**src/rtl/add6_arb.sv**
```systemverilog
// Two-port round-robin arbiter feeding a shared six-operand 4-bit adder.
// Two pipeline stages: operand register (stage 1) and result register.
module add6_arb #(
  parameter int CNT_W = 8
) (
  input  logic             clk,
  input  logic             rst,
  input  logic             req0_valid,
  input  logic [23:0]      req0_ops,
  output logic             req0_ready,
  input  logic             req1_valid,
  input  logic [23:0]      req1_ops,
  output logic             req1_ready,
  output logic             res_valid,
  input  logic             res_ready,
  output logic [6:0]       res_sum,
  output logic             res_tag,
  output logic             busy,
  output logic [CNT_W-1:0] done0_cnt,
  output logic [CNT_W-1:0] done1_cnt
);

  logic             s1_valid_q;
  logic [23:0]      s1_ops_q;
  logic             s1_tag_q;
  logic             res_valid_q;
  logic [6:0]       res_sum_q;
  logic             res_tag_q;
  logic             ptr_q;
  logic [CNT_W-1:0] done0_q;
  logic [CNT_W-1:0] done1_q;

  logic       res_adv;
  logic       can_accept;
  logic       win0;
  logic       win1;
  logic       acc0;
  logic       acc1;
  logic       drain;
  logic [6:0] sum_d;

  assign res_adv    = !res_valid_q || res_ready;
  assign can_accept = !s1_valid_q || res_adv;

  // Contention goes to the port the pointer favours; a lone requester always wins.
  assign win0 = req0_valid && (!req1_valid || !ptr_q);
  assign win1 = req1_valid && (!req0_valid || ptr_q);

  assign req0_ready = !rst && can_accept && win0;
  assign req1_ready = !rst && can_accept && win1;
  assign acc0       = req0_valid && req0_ready;
  assign acc1       = req1_valid && req1_ready;
  assign drain      = res_valid_q && res_ready;

  always_comb begin
    sum_d = 7'd0;
    for (int k = 0; k < 6; k++) begin
      sum_d = sum_d + {3'b000, s1_ops_q[4*k +: 4]};
    end
  end

  always_ff @(posedge clk) begin
    if (rst) begin
      s1_valid_q  <= 1'b0;
      s1_ops_q    <= 24'd0;
      s1_tag_q    <= 1'b0;
      res_valid_q <= 1'b0;
      res_sum_q   <= 7'd0;
      res_tag_q   <= 1'b0;
      ptr_q       <= 1'b0;
      done0_q     <= '0;
      done1_q     <= '0;
    end else begin
      if (can_accept) begin
        s1_valid_q <= acc0 || acc1;
        if (acc0) begin
          s1_ops_q <= req0_ops;
          s1_tag_q <= 1'b0;
        end else if (acc1) begin
          s1_ops_q <= req1_ops;
          s1_tag_q <= 1'b1;
        end
      end
      if (res_adv) begin
        res_valid_q <= s1_valid_q;
        if (s1_valid_q) begin
          res_sum_q <= sum_d;
          res_tag_q <= s1_tag_q;
        end
      end
      if (acc0) begin
        ptr_q <= 1'b1;
      end else if (acc1) begin
        ptr_q <= 1'b0;
      end
      if (drain && !res_tag_q) begin
        done0_q <= done0_q + 1'b1;
      end
      if (drain && res_tag_q) begin
        done1_q <= done1_q + 1'b1;
      end
    end
  end

  assign res_valid = res_valid_q;
  assign res_sum   = res_sum_q;
  assign res_tag   = res_tag_q;
  assign busy      = s1_valid_q || res_valid_q;
  assign done0_cnt = done0_q;
  assign done1_cnt = done1_q;

endmodule

```
**config.mk**
```make
export PLATFORM = sky130hd
export DESIGN_NAME = add6_arb
export DESIGN_NICKNAME = d
export VERILOG_FILES = /design/src/rtl/add6_arb.sv
export SDC_FILE = /design/constraint.sdc
export NUM_CORES = 1
export LEC_CHECK = 0
export CORE_MARGIN = 5
export CORE_UTILIZATION = 52
export CTS_BUF_LIST = sky130_fd_sc_hd__clkbuf_4
export DETAILED_ROUTE_END_ITERATION = 16
export HOLD_SLACK_MARGIN = 0.08
export PLACE_DENSITY_LB_ADDON = 0.12
export REMOVE_ABC_BUFFERS = 1
export SETUP_SLACK_MARGIN = 0.05
export SLEW_MARGIN = 20
export SYNTH_ARGS = -nofsm -noshare
export SYNTH_HDL_FRONTEND = slang
export SYNTH_SLANG_ARGS = --single-unit
```
**constraint.sdc**
```tcl
create_clock -name clk -period 9.15 [get_ports clk]
set_input_delay 1.3725 -clock clk [delete_from_list [all_inputs] [get_ports clk]]
set_output_delay 1.3725 -clock clk [all_outputs]
set_load 0.1 [all_outputs]
```
==> impl_metrics.toml, run 1 <==
[synth]
synth_cells = 296
ys_async_sr_fraction_pct = 0
seq_area_frac_synth_pct = 40.2
synth_area_per_cell_um2 = 8.75
synth_ff_type = "dfxtp_1"
synth.distinct_cells = 28
synth_edf_count = 0
yosys.area.top_type = "dfxtp_1"
yosys.area.top_type_share_pct = 40.2
netlist_area_um2 = 2590
ys_ff_latch = 52
synthTopCellsByArea = "dfxtp_1 40%, fa_1 12%, nand2_1 8.4%"
synth_warnings = 0

[critical_path]
rr_worst_depth = 14
critical_path_class = "input pin to output pin"
cp_data_required_time_ps = 7780
crit_path_start_kind = "input pin"
cp_max_fo = 34
worstPathArrival_ps = 4250
cp-end-kind = "output pin"

[global_route]
grt_overflow = 0
grt_max_degree = 35
grt_use_total_pct = 18.3
grt_pass1_wl_um = 9260
antenna_found_initial = 0
grt_pass1_vias = 2194

[floorplanning]
die_height_um = 80.6
pin_count = 81
initial_core_util_pct = 54.1
die_w_um = 80.6
dieArea_um2 = 6490
num_rows = 25
coreArea_um2 = 4790

[power]
clockPowerShare_pct = 17.9
p_seq_share_pct = 45.0
power.share.switching_pct = 37.0
intPower_w = 0.000358
ir_drop_uv = 112
power_switching_w = 0.000210
p_comb_share_pct = 37.1
p_leak_nw = 1.49
powerDensity_nw_per_um2 = 162

[drt]
drtAntennaViolNets = 0
post_drt_wl_per_cell_um = 12.5
vias = 2192
drt_wl_total_um = 5500
post-route-drc-count = 0
drt_iter0_drc = 65
dr.pass1.iters = 4
vias_per_cell = 4.97

[timing]
clock_skew_ps = 11.4
setup_tns_ps = 0
slew-limit-headroom_pct = 32.2
finalMaxSlewViolations = 0
setup_violations = 0
rsz0062_at_grt = "no"
final.min_clock_period_ps = 5620
hold_viol = 0
layout_worst_path_cycle_share_pct = 61.4
max_freq_mhz = 178
tightest_slew_ps = 1010

[final_layout]
final_nets = 448
fillCellCount = 389
syn2layout_area_growth_pct = 35.3
stdcell_count = 441
final_util_pct = 73.2
drive_gt1_share_pct = 3.48
antennaDiodeCount = 0

[placement]
port_buffers = 80
gp_congestion = 0.777
dp_hpwl_um = 4280
post-place-cells = 433

[clock_network]
post-cts-setup-buffers = 0
clock-root-buffer = "clkbuf_4"
cts_resized = 0
postCtsHoldBufs = 0
cts_buffers = 5
clkTransAtPathRegs_ps = 140
cts.sinks = 52
h-tree-depth = 2
clkLatencyLatePin_ps = 370
cts_tree = "built"
clk_path_buf_depth = 2

[hold_path]
min_path_cells = 2
min_path_type = "register to register"

[run_status]
outcome = "complete, no violations"

[run]
maxCapViolations = 0
registers in the layout (all words and copies together), names as in the netlist:
name,count
s1_ops_q,24
done0_cnt,8
done1_cnt,8
res_sum,7
ptr_q,1
res_tag,1
res_valid,1
s1_tag_q,1
s1_valid_q,1
power groups by stage:
stage / sequential [W] / clock [W] / combinational [W]
detailed placement: 0.000261 / 0 / 0.000214
finish: 0.000256 / 0.000102 / 0.000211
CTS: 0.000256 / 0.000107 / 0.000214
floorplan: 0.000308 / 0 / 0.000103
global placement: 0.000260 / 0 / 0.000211
global route: 0.000258 / 0.000115 / 0.000239
worst max-delay path, cell delays in order:
cell,delay (ps)
clkdlybuf4s50_1,390
buf_4,240
a21oi_1,150
nand3_1,230
inv_1,580
clkdlybuf4s50_1,1260
stage by stage:
stage / hold slack (ps) / total power [W] / setup slack, ps / instance area [µm²]
6_report: 467 / 0.000569 / 3530 / 3500
5_1_grt: 494 / 0.000612 / 3340 / 3500
4_1_cts: 468 / 0.000577 / 3470 / 3500
3_5_place_dp: 449 / 0.000474 / 3470 / 3450
3_3_place_gp: 441 / 0.000471 / 3530 / 3450
2_1_floorplan: 426 / 0.000410 / 4560 / 2540
placed cells by master (no fill, tap or decap), types with 2 or more instances in the layout:
cell type        instances
clkbuf_4                 6
ha_1                     6
nand2_1                 58
nand3_1                  4
or2_2                    2
and3_1                   4
nand4_1                  5
fa_1                    16
mux2i_1                  5
a21oi_1                 11
and2_1                   3
nand2b_1                 4
xnor2_1                  5
clkdlybuf4s50_1         80
a22oi_1                 21
xor2_1                  10
nor2_1                  24
buf_4                    2
inv_1                   38
and3b_1                  2
a211oi_1                 5
dfxtp_1                 52
area by class of cell:
cell class                 count  area (µm²)  area share [%]
sequential                    52        1040            29.7
clock inverter                 2        11.3           0.321
inverter                      38         143            4.07
tap                           67        83.8            2.39
multi-input combinational    194        1370            39.0
timing repair buffer          82         816            23.3
clock buffer                   6        45.0            1.29
layer usage:
| metal | part of all wire [%] | vias to the layer above | global-route usage (%) |
|---|---|---|---|
| li1 | - | 1104 | - |
| met1 | 43 | 1017 | 20.7 |
| met2 | 49 | 62 | 32.5 |
| met3 | 6.6 | 9 | 4.82 |
| met4 | 1.3 | 0 | 7.60 |
| met5 | 0 | - | 0 |
worst paths after layout:
kind                       startpoint                 endpoint  slack (ps)
max                               rst               req0_ready        3530
min           res_sum[2]$_SDFFE_PP0P_  res_sum[2]$_SDFFE_PP0P_         470
max reg2reg  s1_ops_q[2]$_SDFFE_PP0P_  res_sum[6]$_SDFFE_PP0P_        5860
min reg2reg   res_sum[2]$_SDFFE_PP0P_  res_sum[2]$_SDFFE_PP0P_         470
synthesized netlist by cell type, types with 2 or more instances:
cell type  instances
or2_2              2
and2_1             3
xnor2_1            5
and3_1             4
dfxtp_1           52
a22oi_1           21
a211oi_1           5
nand3_1            4
fa_1              16
and3b_1            2
inv_1             38
xor2_1            10
nand2b_1           4
ha_1               6
mux2i_1            5
a21oi_1           12
nand2_1           58
nand4_1            5
clkbuf_1          12
nor2_1            24
cell families after synthesis:
logic type,share of synthesized area (%)
flops,40.2
buf+inv,7.25
compound gates,10.3
fa+ha+maj,15.3
simple gates,20.0
mux,1.93
xor+xnor,5.07
Note: power is estimated with default switching activity, not from simulation.
==> run 2, diff against run 1 <==
- CORE_UTILIZATION: 52 -> 48
- clock period: 9.15 -> 5.7 ns (I/O delays scaled with it)
==> run 2 against run 1 <==
  * Die area rose by 7.3%
  * Setup slack got worse by 1600 ps
  * Count of clock-buffer cells in the layout fell by 1
  * Via count fell by 1.1%
  * Largest cell class unchanged
  * First-iteration DRC count rose by 34%
  * Routed wire length rose by 0.73%
  * Register-to-register slack got worse by 3500 ps
  * Sequential cell count did not move
==> impl_metrics.toml, run 2 (synthesis results as in run 1) <==
[final_layout]
drive_gt1_share_pct = 4.28
largest_reg_flops = 24
regMostFlops = "s1_ops_q"
final_common_cell = "clkdlybuf4s50_1"
fillCellCount = 438
antennaDiodeCount = 0
final_nets = 448
multiInputGateArea_um2 = 1370
syn2layout_area_growth_pct = 36.2
stdcell_count = 444
final_cell_mix = "78 x clkdlybuf4s50_1, 58 x nand2_1, 52 x dfxtp_1"
seqCellArea_um2 = 1040

[critical_path]
cp_data_required_time_ps = 4850
worstPathBufferInverterCount = 4
path_common_cell = "buf_4"
rr_endpoint = "res_sum[6]$_SDFFE_PP0P_"
crit_slowest_cell = "inv_1"
crit_chain = "clkdlybuf4s50_1 > buf_4 > a21oi_1 > nand3_1 > inv_1 > buf_4"
crit_path_start_kind = "input pin"
rr_worst_depth = 14
critical-path-top-delay-family = "buffers and inverters"
r2r_slack_ps = 2410
crit_start = "rst"
r2r_start = "s1_ops_q[2]$_SDFFE_PP0P_"
worstPathArrival_ps = 2920
critical_path_class = "input pin to output pin"
cp_num_cells = 6
cp-end-kind = "output pin"
cp_max_fo = 34
max_stage_delay_ps = 590

[clock_network]
cts_buffers = 5
h-tree-depth = 2
postCtsHoldBufs = 0
clkTransAtPathRegs_ps = 140
cts.sinks = 52
clk_path_buf_depth = 2
cts_tree = "built"
clock-root-buffer = "clkbuf_4"
cts_resized = 0
clkLatencyLatePin_ps = 370
post-cts-setup-buffers = 0

[floorplanning]
pin_count = 81
coreArea_um2 = 5170
dieArea_um2 = 6960
die_height_um = 83.5
die_w_um = 83.5
num_rows = 26
initial_core_util_pct = 50.1

[power]
power_switching_w = 0.000344
clockPowerShare_pct = 21.6
p_comb_share_pct = 35.4
ir_drop_uv = 186
intPower_w = 0.000615
powerDensity_nw_per_um2 = 272
p_leak_nw = 1.51
power.share.switching_pct = 35.9
p_seq_share_pct = 42.9

[hold_path]
hp-start = "res_sum[6]$_SDFFE_PP0P_"
min_path_cells = 2
min_path_type = "register to register"
min_to = "res_sum[6]$_SDFFE_PP0P_"

[timing]
setup_tns_ps = 0
setup_violations = 0
layout_worst_path_cycle_share_pct = 66.3
slew-limit-headroom_pct = 32.4
clock_skew_ps = 7.53
rsz0062_at_grt = "no"
hold_viol = 0
max_freq_mhz = 265
tightest_slew_ps = 1010
final.min_clock_period_ps = 3780
finalMaxSlewViolations = 0

[drt]
drt_iter0_drc = 87
dr.pass1.iters = 4
vias_per_cell = 4.88
post-route-drc-count = 0
vias = 2168
drtAntennaViolNets = 0
post_drt_wl_per_cell_um = 12.5
drt_wl_total_um = 5540

[run]
maxCapViolations = 0

[global_route]
grt_use_total_pct = 17.1
antenna_found_initial = 0
grt_pass1_wl_um = 9780
grt_overflow = 0
grt_max_degree = 35
grt_pass1_vias = 2181

[placement]
port_buffers = 80
dp_hpwl_um = 4210
post-place-cells = 436
gp_congestion = 0.749

[run_status]
outcome = "complete, no violations"
-- run 2: cell count changes in the layout (fill, tap and decap cells not counted) --
cell | before | now
buf_4 | 2 | 4
bufinv_16 | 0 | 1
clkbuf_4 | 6 | 5
clkdlybuf4s50_1 | 80 | 78
clkinv_1 | 1 | 0
clkinv_2 | 0 | 1
-- run 2: power by group through the flow --
| stage | combinational (W) | sequential (W) | clock (W) |
|---|---|---|---|
| after detailed placement | 0.000345 | 0.000420 | 0 |
| after global placement | 0.000337 | 0.000419 | 0 |
| after floorplan | 0.000165 | 0.000494 | 0 |
| after global routing | 0.000384 | 0.000416 | 0.000230 |
| after CTS | 0.000347 | 0.000412 | 0.000215 |
| final | 0.000340 | 0.000412 | 0.000208 |
-- run 2: worst max-delay path by stage --
stage / endpoint / slack (ps)
final: req0_ready / 1920
after global routing: req0_ready / 1720
after CTS: req0_ready / 1870
after detailed placement: req0_ready / 1880
after global placement: req0_ready / 1930
after floorplan: req1_ready / 2120
-- run 2: worst register-to-register path, delay by kind of cell, from the launching register on --
kind                     cells  cell delay [ps]
adder cells (fa/ha/maj)      5             2050
AND/OR/NAND/NOR              2              230
AO/OA/AOI/OAI                2              280
buffers and inverters        5              290
flip-flops                   1              370
-- run 2: metal layers --
layer | global-route usage, % | part of all wire, % | vias up
met5 | 0 | 0 | -
met4 | 4.97 | 1.2 | 0
met3 | 5.82 | 6.4 | 7
met2 | 29.2 | 48 | 51
met1 | 20.3 | 44 | 1002
li1 | - | - | 1108
-- run 2: layout make-up --
type                       count  share of cell area [%]
clock inverter                 3                    1.21
timing repair buffer          82                    23.0
inverter                      38                    4.04
sequential                    52                    29.5
tap                           70                    2.48
clock buffer                   5                    1.06
multi-input combinational    194                    38.7
-- run 2: metrics by stage --
stage	util [%]	area, µm²	total power [W]	hold slack, ps	worst slack [ps]
finish	68.2	3530	0.000959	464	1920
global route	68.2	3530	0.00103	505	1720
CTS	68.2	3530	0.000974	463	1870
detailed placement	66.6	3450	0.000765	446	1880
global placement	66.6	3450	0.000756	444	1930
floorplan	-	2540	0.000659	426	2120
==> run 3, diff against run 2 <==
- CORE_UTILIZATION: 48 -> 43
- clock period: 5.7 -> 3.1 ns (I/O delays scaled with it)
==> run 3 against run 2 <==
  * Core utilization fell by 7.6 points
  * Clock power is 85% higher
  * Final cell count grew 2.5%
  * Power grew 90%
  * Clock skew grew 4.1 ps
  * Sequential cell count did not move
  * Largest power group unchanged
  * First-iteration DRC count shrank 2.3%
  * Non-clock buffer count up 6
==> impl_metrics.toml, run 3 (synthesis results as in run 1) <==
[run_status]
outcome = "complete, no violations"

[drt]
dr.pass1.iters = 4
drtAntennaViolNets = 0
post-route-drc-count = 0
drt_iter0_drc = 85
vias = 2152
post_drt_wl_per_cell_um = 12.5
drt_wl_total_um = 5690
vias_per_cell = 4.73

[final_layout]
fillCellCount = 552
syn2layout_area_growth_pct = 37.8
drive_gt1_share_pct = 15.5
final_common_cell = "nand2_1"
final_nets = 454
final_cell_mix = "58 x nand2_1, 52 x clkdlybuf4s50_1, 47 x dfxtp_1"
largest_reg_flops = 24
antennaDiodeCount = 0
regMostFlops = "s1_ops_q"

[global_route]
antenna_found_initial = 0
grt_use_total_pct = 15.3
grt_overflow = 0
grt_max_degree = 28
grt_pass1_vias = 2105
grt_pass1_wl_um = 9480

[timing]
setup_violations = 0
tightest_slew_ps = 647
finalMaxSlewViolations = 0
clock_skew_ps = 11.7
final.min_clock_period_ps = 3070
max_freq_mhz = 325
layout_worst_path_cycle_share_pct = 99.2
hold_viol = 0
rsz0062_at_grt = "yes"
slew-limit-headroom_pct = 56.7
setup_tns_ps = 0

[placement]
gp_congestion = 0.798
dp_hpwl_um = 4250
port_buffers = 80

[critical_path]
cp_max_fo = 2
critical_path_class = "register to register"
cp-end-kind = "register"
max_stage_delay_ps = 520
crit_path_start_kind = "register"
cp_data_required_time_ps = 3410
crit_chain = "inv_2 > fa_1 > inv_1 > fa_1 > inv_1 > fa_1 > inv_1 > ha_2 > inv_2 > fa_2 > nand2b_4 > a21oi_2 > nand2_1 > a21oi_1"
worstPathArrival_ps = 3380
crit_slowest_cell = "fa_1"

[clock_network]
cts.sinks = 52
clk_path_buf_depth = 2
postCtsHoldBufs = 0
h-tree-depth = 2
cts_tree = "built"
clkLatencyLatePin_ps = 370
clkTransAtPathRegs_ps = 160
clock-root-buffer = "clkbuf_4"
cts_buffers = 5

[power]
ir_drop_uv = 301
p_total_w = 0.00182
powerDensity_nw_per_um2 = 511
p_leak_nw = 1.61

[floorplanning]
num_rows = 28
coreArea_um2 = 5890
die_height_um = 87.6
dieArea_um2 = 7680
pin_count = 81
initial_core_util_pct = 44.0
die_w_um = 87.6

[hold_path]
min_path_type = "register to register"

[run]
maxCapViolations = 0
run 3: cell types whose count changed in the layout (fill, tap and decap cells not counted), moves of 2 or more:
cell and delta:
buf_4 +30, clkdlybuf4s50_1 -26, dfxtp_1 -5, dfxtp_2 +5, buf_12 +2, inv_1 -2
inv_2 +2
run 3: worst paths after layout:
check | start | endpoint | slack (ps) | cells after the start
hold / removal | s1_tag_q$_SDFFE_PP0P_ | res_tag$_SDFFE_PP0P_ | 460 | 2
hold reg to reg | s1_tag_q$_SDFFE_PP0P_ | res_tag$_SDFFE_PP0P_ | 460 | 2
setup / recovery | s1_ops_q[10]$_SDFFE_PP0P_ | res_sum[6]$_SDFFE_PP0P_ | 30 | 14
setup reg to reg | s1_ops_q[10]$_SDFFE_PP0P_ | res_sum[6]$_SDFFE_PP0P_ | 30 | 14
run 3: timing repair:
item	CTS	global route
pin swaps	8	3
buffers inserted	2	1
endpoints found under the setup margin	4	4
resized for setup	8	3
run 3: through the flow:
step	instances	cell area [µm²]	hold WS (ps)	util (%)	setup slack, ps
after CTS	454	3550	467	60.3	28.3
after detailed placement	444	3440	455	58.4	-179
after floorplan	284	2540	426	-	-162
after global routing	455	3570	499	60.6	-86.2
final	455	3570	463	60.6	25.8
after global placement	444	3440	444	58.4	-87.3
run 3: power breakdown:
group          total [W]  switching (W)  internal, W
clock           0.000385       0.000217     0.000168
sequential      0.000757      0.0000354     0.000722
combinational   0.000682       0.000403     0.000280
run 3: final cells by class:
class                      instances  area (µm²)  area share, %
clock buffer                       5        37.5           1.05
inverter                          38         143           4.00
tap                               75        93.8           2.63
timing repair buffer              88         816           22.9
sequential                        52        1050           29.3
clock inverter                     3        42.5           1.19
multi-input combinational        194        1390           38.9
run 3: metal layers:
| metal | GRT usage [%] | wire, µm | vias up |
|---|---|---|---|
| met2 | 24.7 | 2630 | 55 |
| met1 | 20.7 | 2680 | 979 |
| met4 | 3.35 | 32 | 0 |
| met5 | 0 | 0 | - |
| met3 | 3.95 | 348 | 5 |
| li1 | - | - | 1113 |
run 3: worst max-delay path: cells and delay by family (launching register included):
family                   cells  cell delay, ps
adder cells (fa/ha/maj)      5            1960
flip-flops                   1             360
AND/OR/NAND/NOR              2             210
buffers and inverters        5             250
AO/OA/AOI/OAI                2             230
